===== config.mk =====
export PLATFORM = sky130hd
export DESIGN_NAME = thunderbird_seq
export DESIGN_NICKNAME = d
export VERILOG_FILES = /design/src/rtl/thunderbird_pkg.sv /design/src/rtl/tick_divider.sv /design/src/rtl/thunderbird_seq.sv
export SDC_FILE = /design/constraint.sdc
export NUM_CORES = 1
export LEC_CHECK = 0
export CAP_MARGIN = 20
export CORE_AREA = 3 3 40 42
export CTS_CLUSTER_DIAMETER = 200
export DETAILED_ROUTE_END_ITERATION = 10
export DIE_AREA = 0 0 43 45
export PLACE_DENSITY = 0.66
export SYNTH_ARGS = -nofsm -noshare
export SYNTH_HDL_FRONTEND = slang
export SYNTH_SLANG_ARGS = --single-unit

===== constraint.sdc =====
create_clock -name clk -period 3.1 [get_ports clk]
set_input_delay 0.31 -clock clk [delete_from_list [all_inputs] [get_ports clk]]
set_output_delay 0.31 -clock clk [all_outputs]
set_load 0.005 [all_outputs]

===== src/rtl/thunderbird_pkg.sv =====
// Shared types and helpers for the parametrised tail-light sequencer.
package thunderbird_pkg;

   typedef enum logic [1:0] {
      IDLE  = 2'd0,
      LEFT  = 2'd1,
      RIGHT = 2'd2,
      HAZ   = 2'd3
   } state_e;

   // Widest lamp bank the thermometer helper can describe.
   localparam int THERM_MAX = 32;

   // Thermometer code with the k lowest bits set, clipped to the lamp count.
   function automatic logic [THERM_MAX-1:0] therm(input int k, input int lamps);
      logic [THERM_MAX-1:0] t;
      t = '0;
      for (int i = 0; i < THERM_MAX; i++) begin
         if ((i < k) && (i < lamps)) t[i] = 1'b1;
      end
      return t;
   endfunction

endpackage


===== src/rtl/tick_divider.sv =====
// Free-running animation prescaler: tick is high for one cycle every DIV cycles.
module tick_divider #(
   parameter int DIV = 1
) (
   input  logic clk,
   input  logic reset,
   output logic tick
);

   // At DIV=1 the counter is a single bit pinned at zero, so tick is constant 1.
   localparam int CW = (DIV > 1) ? $clog2(DIV) : 1;
   localparam logic [CW-1:0] LAST = CW'(DIV - 1);

   logic [CW-1:0] cnt_q;
   logic [CW-1:0] cnt_d;

   assign tick  = (cnt_q == LAST);
   assign cnt_d = tick ? '0 : cnt_q + CW'(1);

   // Prescaler count, wrapping from DIV-1 back to zero.
   always_ff @(posedge clk or posedge reset) begin
      if (reset) cnt_q <= '0;
      else       cnt_q <= cnt_d;
   end

endmodule


===== src/rtl/thunderbird_seq.sv =====
// Tail-light sequencer: sequential turn indication, hazard flash and brake
// overlay for LAMPS lamps per side, stepping once per prescaler tick.
module thunderbird_seq
   import thunderbird_pkg::*;
#(
   parameter int LAMPS = 3,
   parameter int DIV   = 1
) (
   input  logic             clk,
   input  logic             reset,
   input  logic             left,
   input  logic             right,
   input  logic             hazard,
   input  logic             brake,
   output logic [LAMPS-1:0] la,
   output logic [LAMPS-1:0] ra,
   output logic             busy
);

   localparam int KW = $clog2(LAMPS + 1);
   localparam logic [KW-1:0]    K_LAST = KW'(LAMPS);
   localparam logic [LAMPS-1:0] ALL_ON = '1;

   logic             tick;
   state_e           st_q, st_d;
   logic [KW-1:0]    k_q, k_d;
   logic [LAMPS-1:0] la_q, la_d;
   logic [LAMPS-1:0] ra_q, ra_d;
   logic             busy_q;

   tick_divider #(.DIV(DIV)) u_tick (
      .clk   (clk),
      .reset (reset),
      .tick  (tick)
   );

   // Next state and step counter; inputs are only looked at on tick cycles.
   always_comb begin
      st_d = st_q;
      k_d  = k_q;
      if (tick) begin
         unique case (st_q)
            IDLE: begin
               if (hazard || (left && right)) begin
                  st_d = HAZ;
                  k_d  = '0;
               end else if (left) begin
                  st_d = LEFT;
                  k_d  = KW'(1);
               end else if (right) begin
                  st_d = RIGHT;
                  k_d  = KW'(1);
               end
            end
            LEFT, RIGHT: begin
               // A started sequence runs to completion unless hazard aborts it.
               if (k_q == K_LAST) begin
                  st_d = IDLE;
                  k_d  = '0;
               end else if (hazard) begin
                  st_d = HAZ;
                  k_d  = '0;
               end else begin
                  k_d = k_q + KW'(1);
               end
            end
            HAZ: begin
               st_d = IDLE;
               k_d  = '0;
            end
            default: begin
               st_d = IDLE;
               k_d  = '0;
            end
         endcase
      end
   end

   // Lamp pattern from the next state, then brake lights any idle side.
   always_comb begin
      la_d = '0;
      ra_d = '0;
      unique case (st_d)
         LEFT:    la_d = LAMPS'(therm(int'(k_d), LAMPS));
         RIGHT:   ra_d = LAMPS'(therm(int'(k_d), LAMPS));
         HAZ: begin
            la_d = ALL_ON;
            ra_d = ALL_ON;
         end
         default: ;
      endcase
      if (brake) begin
         if ((st_d == IDLE) || (st_d == RIGHT)) la_d = ALL_ON;
         if ((st_d == IDLE) || (st_d == LEFT))  ra_d = ALL_ON;
      end
   end

   // State, step counter and registered lamp/busy outputs.
   always_ff @(posedge clk or posedge reset) begin
      if (reset) begin
         st_q   <= IDLE;
         k_q    <= '0;
         la_q   <= '0;
         ra_q   <= '0;
         busy_q <= 1'b0;
      end else begin
         st_q   <= st_d;
         k_q    <= k_d;
         la_q   <= la_d;
         ra_q   <= ra_d;
         busy_q <= (st_d != IDLE);
      end
   end

   assign la   = la_q;
   assign ra   = ra_q;
   assign busy = busy_q;

endmodule


==> impl_metrics.yaml <==
status:
  status: "finished, final reports clean"
timing:
  rsz0062_at_grt: "no"
  fmax_mhz: 551
  skew_ns: 0.00698
  fin_crit_sh_pct: 58.6
  maxSlewViolCount: 0
  hold_viol: 0
  min_period_ns: 1.82
  fin_tns_setup_ns: 0
  relSlewSlack_pct: 69.1
  setup_viol: 0
  worst_pin_slew_ns: 0.462
synthesis:
  synth_warnings: 0
  syn-cell-area_sq_um: 559
  ys_seq_elements: 11
  syn_inst: 51
  syn_avg_cell_area_sq_um: 11.0
  synth-edff-count: 0
  ys_types: 26
  synth_ff_type: "dfrtp_1"
  synthArstFlopShare_pct: 100
  syn_nets: 59
  ys_seq_area_share_pct: 49.2
routing:
  post_drt_wl_per_cell_um: 12.8
  drtPass1Iterations: 4
  drc: 0
  drtIter0Drc: 16
  wirelength_mm: 1.05
  vias_per_cell: 5.67
  antenna_left: 0
  vias: 465
floorplan:
  start_util_pct: 43.5
  die_y_um: 45
  coreArea_sq_um: 1280
  io_pins: 13
  rows: 13
  die_x_um: 43
  die_area_sq_um: 1940
placement:
  dp_cells: 78
  portBuffers: 12
  gp_congestion: 0.902
  place_hpwl_um: 789
worst_setup_path:
  critPathBufInv: 1
  cp_cell_sequence: "inv_1, ha_1, nand2_1, a211o_1, a21oi_1, a31oi_1"
  crit_path_start_kind: "flop"
  r2r_start: "st_q[0]"
  cp_top_family: "compound AO/OA/AOI/OAI gates"
  worstPathArrival_ns: 1.97
  crit_start: "st_q[0]"
  cpMaxStageDelayCell: "dfrtp_1"
  cp_data_required_time_ns: 3.25
  slowest_delay_ns: 0.42
  rr_worst_depth: 6
  path_depth: 6
  path_class: "flop to flop"
  cp_max_fo: 9
  worst_setup_path_end_kind: "flop"
power:
  pwr-share-clk_pct: 12.9
  leakagePower_uw: 0.000319
  p_int_uw: 485
  seq_power_share_pct: 30.4
  p_sw_uw: 311
  p_sw_share_pct: 39.1
  ir_worst_vdd_v: 0.000511
  powerDensity_nw_per_um2: 1100
  p_total_uw: 797
  comb_power_share_pct: 56.7
worst_hold_path:
  hp-class: "input pin to asynchronous set/reset pin"
clock_tree:
  cts_inserted_buffers: 3
  cts_tree: "built"
  ctsResizeCount: 0
  clk_pin_slew_ns: 0.07
  cts.sinks: 11
  clock_path_buffers: 2
  post-cts-setup-buffers: 0
  htreeDepth: 1
  worst_skew_pair.late_latency_ns: 0.28
  clockRootBuffer: "clkbuf_4"
  postCtsHoldBufs: 0
global_routing:
  grt_remaining_overflow: 0
  first_global_vias: 385
  grtUsageMet3_pct: 2.39
  grt_max_degree: 12
  grt.busiest_layer: "met2"
  met1_usage_pct: 13.5
  grt_use_met2_pct: 17.4
  grt_pass1_wl_mm: 1.59
  grt_usage_pct: 11.6
  antenna_found_initial: 0
run:
  drv_cap: 0
finish:
  layout-drive-gt1-share_pct: 16.4
  area_delta_synth_final_pct: 29.5
  final_nets: 76
  layout_common_cells: "clkdlybuf4s50_1, dfrtp_1, inv_1, a31oi_1, nand2_1"
  final_cells: 82
  final_common_cell: "clkdlybuf4s50_1"
  final_core_util_pct: 56.4
  antenna_cells: 0
worst reg2reg max path, stage by stage, from the launching register on:
cell,delay [ns]
dfrtp_1,0.42
inv_1,0.09
ha_1,0.30
nand2_1,0.15
a211o_1,0.35
a21oi_1,0.31
a31oi_1,0.07
logic make-up after synthesis:
family | Yosys count | synth area share, %
adder cells (fa/ha/maj) | 2 | 4.47
buffers and inverters | 7 | 5.59
AO/OA/AOI/OAI | 17 | 24.2
flip-flops | 11 | 49.2
AND/OR/NAND/NOR | 14 | 16.6
state kept, by name, indices dropped and copies added (netlist names):
signal  cells
la          3
busy        1
ra          3
st_q        2
k_q         2
power groups by stage:
stage | sequential [uW] | combinational [uW] | clock, uW
after global placement | 247 | 452 | 0
after CTS | 241 | 451 | 102
after floorplan | 246 | 299 | 0
after detailed placement | 244 | 449 | 0
final | 242 | 452 | 103
after global routing | 249 | 491 | 112
layer usage:
metal  vias to the layer above  part of all wire (%)
met1                       208                    42
met3                         7                    11
met4                         0                   4.6
met2                        29                    42
met5                         -                     0
li1                        221                     -
final timing paths:
| check | slack, ns | end |
|---|---|---|
| setup reg to reg | 1.28 | la[2] |
| hold reg to reg | 0.67 | la[0] |
| setup / recovery | 1.28 | la[2] |
| min in group clk | 0.67 | la[0] |
| max in group asynchronous | 2.51 | ra[2] |
| hold / removal | 0.30 | k_q[1] |
cells in the mapped netlist (2+ instances only):
master / count / area share, %
ha_1: 2 / 4.5
o21ai_0: 3 / 2.7
inv_1: 5 / 3.4
a31oi_1: 5 / 5.6
nand2_1: 4 / 2.7
and4bb_1: 2 / 4.5
dfrtp_1: 11 / 49
final cells by class:
cell class | instances | area (sq um)
multi-input combinational | 33 | 253
inverter | 7 | 31.3
clock buffer | 4 | 26.3
timing repair buffer | 12 | 120
tap | 15 | 18.8
sequential | 11 | 275
fill | 109 | 561
stage by stage:
stage / hold slack, ns / setup slack (ns) / area (sq um)
2_1_floorplan: 0.162 / 1.56 / 559
3_3_place_gp: 0.621 / 1.23 / 698
3_5_place_dp: 0.622 / 1.26 / 698
4_1_cts: 0.331 / 1.31 / 724
5_1_grt: 0.363 / 1.21 / 724
6_report: 0.304 / 1.28 / 724
Note: power is estimated with default switching activity, not from simulation.
